[config.mk]
export PLATFORM = sky130hd
export DESIGN_NAME = bin_to_bcd_seq_flat
export DESIGN_NICKNAME = d
export VERILOG_FILES = /design/src/rtl/bin_to_bcd_seq_if.sv /design/src/rtl/bin_to_bcd_seq.sv /design/src/flat_wrapper.sv
export SDC_FILE = /design/constraint.sdc
export NUM_CORES = 1
export LEC_CHECK = 0
export ABC_AREA = 0
export CAP_MARGIN = 40
export CORE_ASPECT_RATIO = 2
export CORE_MARGIN = 5
export CORE_UTILIZATION = 50
export CTS_CLUSTER_DIAMETER = 40
export DETAILED_ROUTE_END_ITERATION = 8
export PLACE_DENSITY = 0.75
export SETUP_SLACK_MARGIN = 0.2
export SLEW_MARGIN = 10
export SYNTH_ARGS = -nofsm -noshare
export SYNTH_HDL_FRONTEND = slang
export SYNTH_SLANG_ARGS = --single-unit
[constraint.sdc]
create_clock -name clk -period 1.7 [get_ports clk]
set_clock_uncertainty 0.2 [all_clocks]
set_input_delay 0.34 -clock clk [delete_from_list [all_inputs] [get_ports clk]]
set_output_delay 0.34 -clock clk [all_outputs]
set_load 0.005 [all_outputs]
[src/rtl/bin_to_bcd_seq_if.sv]
// rtl/bin_to_bcd_seq_if.sv - start/busy/done handshake bundle for the binary-to-BCD converter
// The requester drives start/bin through master; the converter returns bcd/busy/done through slave.
interface bin_to_bcd_seq_if #(
   parameter int WIDTH  = 16,
   parameter int DIGITS = 5
);
   logic                start;
   logic [WIDTH-1:0]    bin;
   logic [DIGITS*4-1:0] bcd;
   logic                busy;
   logic                done;

   modport master (output start, output bin, input bcd, input busy, input done);
   modport slave  (input start, input bin, output bcd, output busy, output done);
endinterface

[src/rtl/bin_to_bcd_seq.sv]
// rtl/bin_to_bcd_seq.sv - iterative double-dabble binary-to-BCD converter, one bit per clock
// Optional feature: define BIN2BCD_BLANK_EN to blank leading zero digits (above digit 0) to 4'hF.
module bin_to_bcd_seq #(
   parameter int WIDTH  = 16,
   parameter int DIGITS = 5
) (
   input  logic             clk,
   input  logic             reset,
   bin_to_bcd_seq_if.slave  bus
);
   localparam int BW = DIGITS * 4;
   localparam int CW = $clog2(WIDTH + 1);

   typedef enum logic [1:0] {IDLE, SHIFT, DONE} state_t;

   state_t         state, state_next;
   logic [WIDTH-1:0] shreg, shreg_next;
   logic [BW-1:0]  scratch, scratch_next, scratch_adj;
   logic [CW-1:0]  cnt, cnt_next;
   logic [BW-1:0]  bcd_q, bcd_next, result;
   logic           busy_q, busy_next;
   logic           done_q, done_next;

   always_ff @(posedge clk) begin
      if (reset) state <= IDLE;
      else       state <= state_next;
   end

   always_comb begin
      state_next = state;
      case (state)
         IDLE:    if (bus.start) state_next = SHIFT;
         SHIFT:   if (cnt == CW'(1)) state_next = DONE;
         DONE:    state_next = IDLE;
         default: state_next = IDLE;
      endcase
   end

   // Pre-shift correction: any digit >= 5 would overflow past 9 when doubled.
   always_comb begin
      scratch_adj = scratch;
      for (int i = 0; i < DIGITS; i++) begin
         if (scratch[i*4 +: 4] >= 4'd5)
            scratch_adj[i*4 +: 4] = scratch[i*4 +: 4] + 4'd3;
      end
   end

`ifdef BIN2BCD_BLANK_EN
   logic lead;
   always_comb begin
      lead   = 1'b1;
      result = scratch;
      for (int i = DIGITS - 1; i >= 1; i--) begin
         if (lead && scratch[i*4 +: 4] == 4'd0) result[i*4 +: 4] = 4'hF;
         else                                   lead = 1'b0;
      end
   end
`else
   assign result = scratch;
`endif

   // busy/done are registered, so they trail the state by one edge; done and busy fall together.
   always_comb begin
      shreg_next   = shreg;
      scratch_next = scratch;
      cnt_next     = cnt;
      bcd_next     = bcd_q;
      done_next    = 1'b0;
      busy_next    = (state != IDLE);
      case (state)
         IDLE: begin
            if (bus.start) begin
               shreg_next   = bus.bin;
               scratch_next = '0;
               cnt_next     = CW'(WIDTH);
            end
         end
         SHIFT: begin
            {scratch_next, shreg_next} = {scratch_adj, shreg} << 1;
            cnt_next = cnt - CW'(1);
         end
         DONE: begin
            bcd_next  = result;
            done_next = 1'b1;
         end
         default: ;
      endcase
   end

   always_ff @(posedge clk) begin
      if (reset) begin
         shreg   <= '0;
         scratch <= '0;
         cnt     <= '0;
         bcd_q   <= '0;
         busy_q  <= 1'b0;
         done_q  <= 1'b0;
      end else begin
         shreg   <= shreg_next;
         scratch <= scratch_next;
         cnt     <= cnt_next;
         bcd_q   <= bcd_next;
         busy_q  <= busy_next;
         done_q  <= done_next;
      end
   end

   assign bus.bcd  = bcd_q;
   assign bus.busy = busy_q;
   assign bus.done = done_q;
endmodule

[src/flat_wrapper.sv]
// flat-port wrapper written by rule: the top's interface ports become plain ports
module bin_to_bcd_seq_flat 
#(
   parameter int WIDTH  = 16,
   parameter int DIGITS = 5
)
  (clk, reset, bus_start, bus_bin, bus_bcd, bus_busy, bus_done);
  bin_to_bcd_seq_if #(.WIDTH(WIDTH), .DIGITS(DIGITS)) bus_i ();
  input  logic clk;
  input  logic reset;
  input wire logic [$bits(bus_i.start)-1:0] bus_start;
  input wire logic [$bits(bus_i.bin)-1:0] bus_bin;
  output wire logic [$bits(bus_i.bcd)-1:0] bus_bcd;
  output wire logic [$bits(bus_i.busy)-1:0] bus_busy;
  output wire logic [$bits(bus_i.done)-1:0] bus_done;
  assign bus_i.start = bus_start;
  assign bus_i.bin = bus_bin;
  assign bus_bcd = bus_i.bcd;
  assign bus_busy = bus_i.busy;
  assign bus_done = bus_i.done;
  bin_to_bcd_seq #(.WIDTH(WIDTH), .DIGITS(DIGITS)) u_core (.clk(clk), .reset(reset), .bus(bus_i));
endmodule
==> results of run 1 <==
[state kept, by name, indices dropped and copies added, names as in the netlist]
register,cells
u_core.state,2
u_core.bus.done,1
u_core.bus.busy,1
u_core.cnt,5
u_core.shreg,16
u_core.result,20
u_core.bus.bcd,20
[routing by layer]
metal	wire length, um	GRT usage
met1	2401	0.1703
met2	3961	0.3607
met3	326	0.06310
met4	242	0.1001
met5	0	0
[through the flow]
stage | TNS (ps) | cell area, um2 | hold WS (ps) | util
after floorplan | 0 | 2898 | 232.3 | -
after global placement | -5066 | 3411 | 240.9 | 0.6026
after detailed placement | -6699 | 3411 | 245.6 | 0.6026
after CTS | 0 | 3817 | 250.2 | 0.6744
after global routing | 0 | 4021 | 276.9 | 0.7104
final | 0 | 4021 | 248.5 | 0.7104
[power by group through the flow]
stage	Sequential, mW	Combinational (mW)	Clock (mW)
after floorplan	1.65	0.255	0
after global placement	1.66	0.361	0
after detailed placement	1.66	0.372	0
after CTS	1.64	0.395	1.82
after global routing	1.64	0.440	1.90
final	1.64	0.400	1.80
[area by class of cell]
| cell class | count | area share |
|---|---|---|
| Multi-Input combinational cell | 240 | 0.4219 |
| Clock buffer | 13 | 0.06223 |
| Tap cell | 61 | 0.01898 |
| Clock inverter | 3 | 0.009956 |
| Timing Repair Buffer | 66 | 0.1447 |
| Inverter | 12 | 0.01369 |
| Sequential cell | 65 | 0.3286 |
[logic make-up after synthesis]
logic type               after synthesis  share of synthesized area
XOR/XNOR                              10                    0.03042
buffers and inverters                 31                    0.04998
flip-flops                            65                     0.4520
adder cells (fa/ha/maj)               12                    0.05215
multiplexers                           6                    0.02260
AND/OR/NAND/NOR                      150                     0.2690
AO/OA/AOI/OAI                         60                     0.1239
[cells in the final DEF, fill, tap and decap left out, drive strengths merged, types with 2 or more instances in the layout]
cell type / count
nor2: 61
nor3: 6
dfxtp: 65
inv: 12
dlygate4sd2: 23
mux2i: 5
nand3: 10
xnor2: 5
ha: 12
clkinv: 2
o21ai: 9
clkdlybuf4s50: 16
a21oi: 35
nor2b: 2
nor4: 16
or3b: 3
or2: 2
xor2: 5
nand2b: 7
nand2: 44
buf: 27
a22o: 14
clkbuf: 13
[how the worst max path moves through the flow]
stage	start	end	slack (ps)	cells after the start
2_1_floorplan	u_core.result[9]	u_core.result[10]	210	6
3_3_place_gp	bus_start	u_core.cnt[3]	-220	5
3_5_place_dp	bus_start	u_core.cnt[3]	-270	5
4_1_cts	u_core.result[13]	u_core.result[14]	200	6
5_1_grt	u_core.result[9]	u_core.result[10]	110	6
6_report	u_core.result[9]	u_core.result[10]	140	6
[what timing repair did]
item / CTS / global route
pin swaps: 7 / 12
cloned: 2 / 0
setup buffers: 5 / 4
gates resized for setup: 52 / 39
setup endpoints to repair: 63 / 42
hold buffers: 0 / 0
[worst register-to-register path, cell delays in order, from the launching register on]
cell and delay [ps]:
dfxtp_2 360, inv_4 60, ha_4 150, nand2b_4 140, a21oi_4 200, mux2i_1 250
a22o_1 140
==> flow_summary_export.csv, run 1 <==
group,metric,value,unit
outcome,outcome,"completed",
synth,ys_async_sr_fraction,0,
setup_path,required,1780,ps
clock_tree,cts_made_buffers,9,
setup_path,max_stage_delay,360,ps
setup_path,r2r-end,"u_core.result[10]",
route,vias,2537,
floorplan,rows,39,
hold_path,hp-class,"flop to flop",
clock_tree,clk_latency,330,ps
clock_tree,cts_tree,"done",
clock_tree,cts_buffer_depth,2,
timing,fin_crit_sh,0.9161,
hold_path,holdPathStages,2,
setup_path,reg2reg_depth,6,
route,drt_iter0_markers,107,
power_and_ir_drop,pwr-share-comb,0.104,
setup_path,path_cells,"inv_4, ha_4, nand2b_4, a21oi_4, mux2i_1, a22o_1",
layout,n_antenna_cell,0,
synth,ys_seq_area_frac,0.4520,
clock_tree,htree_levels,3,
setup_path,critPathArrivalTime,1640,ps
synth,syn_avg_cell_area,8.620,um2
setup_path,rr_startpoint,"u_core.result[9]",
clock_tree,root_buffer,"clkbuf_16",
timing,hold_viol,0,
place,dp_hpwl,4394,um
synth,netlist.area_leader.share,0.4520,
synth,synthCells,334,
layout,final_nets,425,
layout,stdcell_count,460,
floorplan,dieArea,7467,um2
layout,drive_above_1_share,0.2632,
timing,fmax,0.6421,GHz
power_and_ir_drop,internal_power,2.940,mW
setup_path,ff2ff_setup_slack,140,ps
timing,period_minus_slack,1557,ps
power_and_ir_drop,p_leak,1.626,nW
power_and_ir_drop,power_density,954.9,nW/um2
place,dp.cells,433,
setup_path,cp_slowest_cell,"dfxtp_2",
layout,seq_area,1321,um2
power_and_ir_drop,switchingPower,899.9,uW
global_route,grt_max_degree,22,
floorplan,start_util,0.5086,
hold_path,min_to,"u_core.bus.bcd[17]",
synth,synth.area.top_cells,"dfxtp_1 (45%), nor2_1 (7.6%), nor4_2 (7.0%), a21oi_1 (6.1%), nand2_1 (5.7%)",
timing,tightest_slew,372.0,ps
timing,max_slew_margin,0.7514,
place,portBuffers,40,
clock_tree,numClockSinks,65,
power_and_ir_drop,switching_share,0.2344,
job,cap_viol_max_count,0,
clock_tree,clk_pin_slew,50,ps
route,drt-total-wl,6931,um
synth,netlist_area,2879,um2
place,gp_congestion,0.7818,
setup_path,critPathKind,"flop to flop",
route,drc,0,
layout,fillers,442,
setup_path,crit_buf_inv,1,
setup_path,crit_family,"flip-flops",
power_and_ir_drop,ir_worst_vdd,1.154,mV
power_and_ir_drop,p_clk_frac,0.470,
route,wire_per_inst,15.07,um
place,place_ws,-266.5,ps
hold_path,hp-start,"u_core.bus.bcd[17]",
route,drtAntennaViolNets,0,
global_route,antenna_found_initial,0,
timing,setup_viol,0,
synth,synthTopCellsByCount,"dfxtp_1 (65), nor2_1 (58), nand2_1 (44)",
setup_path,start_kind,"flop",
synth,mappedNetlistNets,365,
timing,fin_ws,142.6,ps
timing,grt_setup_unrepaired,"yes",
power_and_ir_drop,p_total,3.840,mW
layout,area_delta_synth_final,39.68,%
synth,yosysWarnings,0,
synth,synth_ff_type,"dfxtp_1",
floorplan,dieHeight,117.3,um
synth,synth-edff-count,0,
global_route,grt_pass1_wl,11250,um
global_route,grt_pass1_vias,2570,
floorplan,pin_count,41,
floorplan,fp.dieW,63.66,um
floorplan,core_area,5660,um2
synth,synth.most_common_cell,"dfxtp_1",
route,firstDrtPassIters,4,
route,vias_per_cell,5.515,
synth,ys_types,30,
synth,synth_top_area_cell,"dfxtp_1",
setup_path,endpoint_kind,"flop",
power_and_ir_drop,seq_power_share,0.426,
synth,synth-seq-cells,65,
global_route,grt-ovfl-total,0,
layout,multi_input_area,1697,um2
global_route,track_usage,0.1916,
setup_path,worstPathMaxFanout,3,
timing,maxSlewViolCount,0,
(Power assumes the default switching activity.)
==> run 2, diff against run 1 <==
--- a/config.mk
+++ b/config.mk
@@ -11,9 +11,10 @@
 export CORE_MARGIN = 5
 export CORE_UTILIZATION = 50
 export CTS_CLUSTER_DIAMETER = 40
+export CTS_CLUSTER_SIZE = 20
 export DETAILED_ROUTE_END_ITERATION = 8
 export PLACE_DENSITY = 0.75
-export SETUP_SLACK_MARGIN = 0.2
+export SETUP_SLACK_MARGIN = 0.4
 export SLEW_MARGIN = 10
 export SYNTH_ARGS = -nofsm -noshare
 export SYNTH_HDL_FRONTEND = slang
==> run 2 against run 1 <==
Net effect:
- total power is 2.5% higher
- wire length grew 44%
- die area unchanged
- final cell count grew 3.7%
- fmax is 1.3% lower
- highest routed layer unchanged
- first-iteration DRC count increased by 64%
- worst setup slack got worse by 21 ps
==> flow_summary_export.csv, run 2 (synthesized netlist as in run 1, its figures left out) <==
group,metric,value,unit
outcome,outcome,"completed",
power_and_ir_drop,power_density,834.1,nW/um2
floorplan,core_area,5660,um2
setup_path,critPathKind,"flop to flop",
route,vias,2817,
layout,final_common_cell,"nor2_1",
setup_path,crit_family,"flip-flops",
layout,area_delta_synth_final,63.89,%
clock_tree,cts_made_buffers,9,
route,firstDrtPassIters,4,
timing,fin_crit_sh,0.9286,
layout,fillers,299,
clock_tree,clk_pin_slew,50,ps
timing,fin_ws,121.3,ps
clock_tree,numClockSinks,65,
global_route,grt-ovfl-total,0,
power_and_ir_drop,ir_worst_vdd,1.015,mV
power_and_ir_drop,p_leak,1.943,nW
layout,mostFrequentLayoutCells,"nor2_1 (45), dfxtp_2 (30), dfxtp_1 (29)",
floorplan,rows,39,
global_route,grt_pass1_wl,12970,um
floorplan,pin_count,41,
hold_path,hp-class,"input port to flop",
floorplan,fp.dieW,63.66,um
route,drtAntennaViolNets,0,
power_and_ir_drop,p_total,3.935,mW
layout,stdcell_count,477,
route,wire_per_inst,20.93,um
setup_path,path_cells,"inv_2, ha_4, nand2b_4, a21oi_4, mux2i_1, a22o_1",
global_route,grt_max_degree,17,
timing,period_minus_slack,1579,ps
layout,drive_above_1_share,0.5865,
place,dp_hpwl,4465,um
global_route,antenna_found_initial,0,
clock_tree,clk_latency,340,ps
clock_tree,htree_levels,3,
route,drc,0,
timing,fin_setup_tns,0,ps
setup_path,start_kind,"flop",
place,place_ws,-251.0,ps
setup_path,worstPathMaxFanout,5,
layout,n_antenna_cell,0,
place,dp.cells,430,
timing,maxSlewViolCount,0,
clock_tree,cts_tree,"done",
setup_path,cp_slowest_cell,"dfxtp_2",
layout,final_nets,444,
global_route,track_usage,0.2228,
setup_path,critPathArrivalTime,1650,ps
timing,grt_setup_unrepaired,"yes",
place,gp_congestion,0.7909,
timing,fmax,0.6334,GHz
timing,hold_viol,0,
clock_tree,cts_buffer_depth,2,
timing,max_slew_margin,0.7194,
global_route,grt_pass1_vias,2715,
floorplan,dieArea,7467,um2
timing,setup_viol,0,
setup_path,endpoint_kind,"flop",
clock_tree,hold_buffers,0,
route,drt-total-wl,9983,um
setup_path,crit_buf_inv,1,
route,vias_per_cell,5.906,
floorplan,dieHeight,117.3,um
setup_path,required,1770,ps
clock_tree,root_buffer,"clkbuf_16",
place,portBuffers,40,
floorplan,start_util,0.5086,
setup_path,max_stage_delay,360,ps
timing,tightest_slew,420.3,ps
job,cap_viol_max_count,0,
route,drt_iter0_markers,175,
layout,fin_util,0.8336,
[run 2: cell types whose count changed in the layout (fill, tap and decap cells not counted), sizes merged]
cell	before	now
dlygate4sd2	23	1
or3b	3	4
clkinv	2	0
clkbuf	13	16
buf	27	65
bufinv	1	0
[run 2: timing repair]
item,in CTS,in global routing
buffers inserted,13,9
cloned,10,1
setup endpoints to repair,84,85
gates resized for setup,175,104
pin swaps,30,45
[run 2: routing by layer]
layer | global-route usage | up-vias | routed length, um
met1 | 0.2118 | 1370 | 3327
li1 | - | 1291 | -
met2 | 0.4065 | 115 | 5693
met5 | 0 | - | 0
met4 | 0.1456 | 0 | 537
met3 | 0.04971 | 41 | 425
[run 2: area by class of cell]
| type | count | area [um2] | area share |
|---|---|---|---|
| inverters | 12 | 55.05 | 0.01167 |
| flip-flops and latches | 65 | 1361 | 0.2885 |
| well taps | 61 | 76.32 | 0.01618 |
| clock buffers | 14 | 264.0 | 0.05595 |
| repair buffers | 84 | 855.8 | 0.1814 |
| multi-input cells | 241 | 2106 | 0.4463 |
[run 2: worst paths after layout]
check	start	to	slack (ps)	cells past startpoint
worst max-delay path	u_core.result[16]	u_core.result[18]	120	6
worst min-delay path	reset	u_core.bus.bcd[19]	200	2
worst max register to register	u_core.result[16]	u_core.result[18]	120	6
worst min register to register	u_core.bus.bcd[14]	u_core.bus.bcd[14]	250	2
[run 2: metrics by stage]
stage	hold WS (ps)	cell area, um2
2_1_floorplan	221.9	3118
3_3_place_gp	226.0	3587
3_5_place_dp	241.0	3587
4_1_cts	134.3	4215
5_1_grt	197.1	4718
6_report	196.8	4718
[run 2: power breakdown]
group	total [mW]	internal, mW	switching (mW)
Clock	1.68	1.05	0.630
Sequential	1.64	1.58	0.0571
Combinational	0.615	0.294	0.321
Total	3.94	2.93	1.01
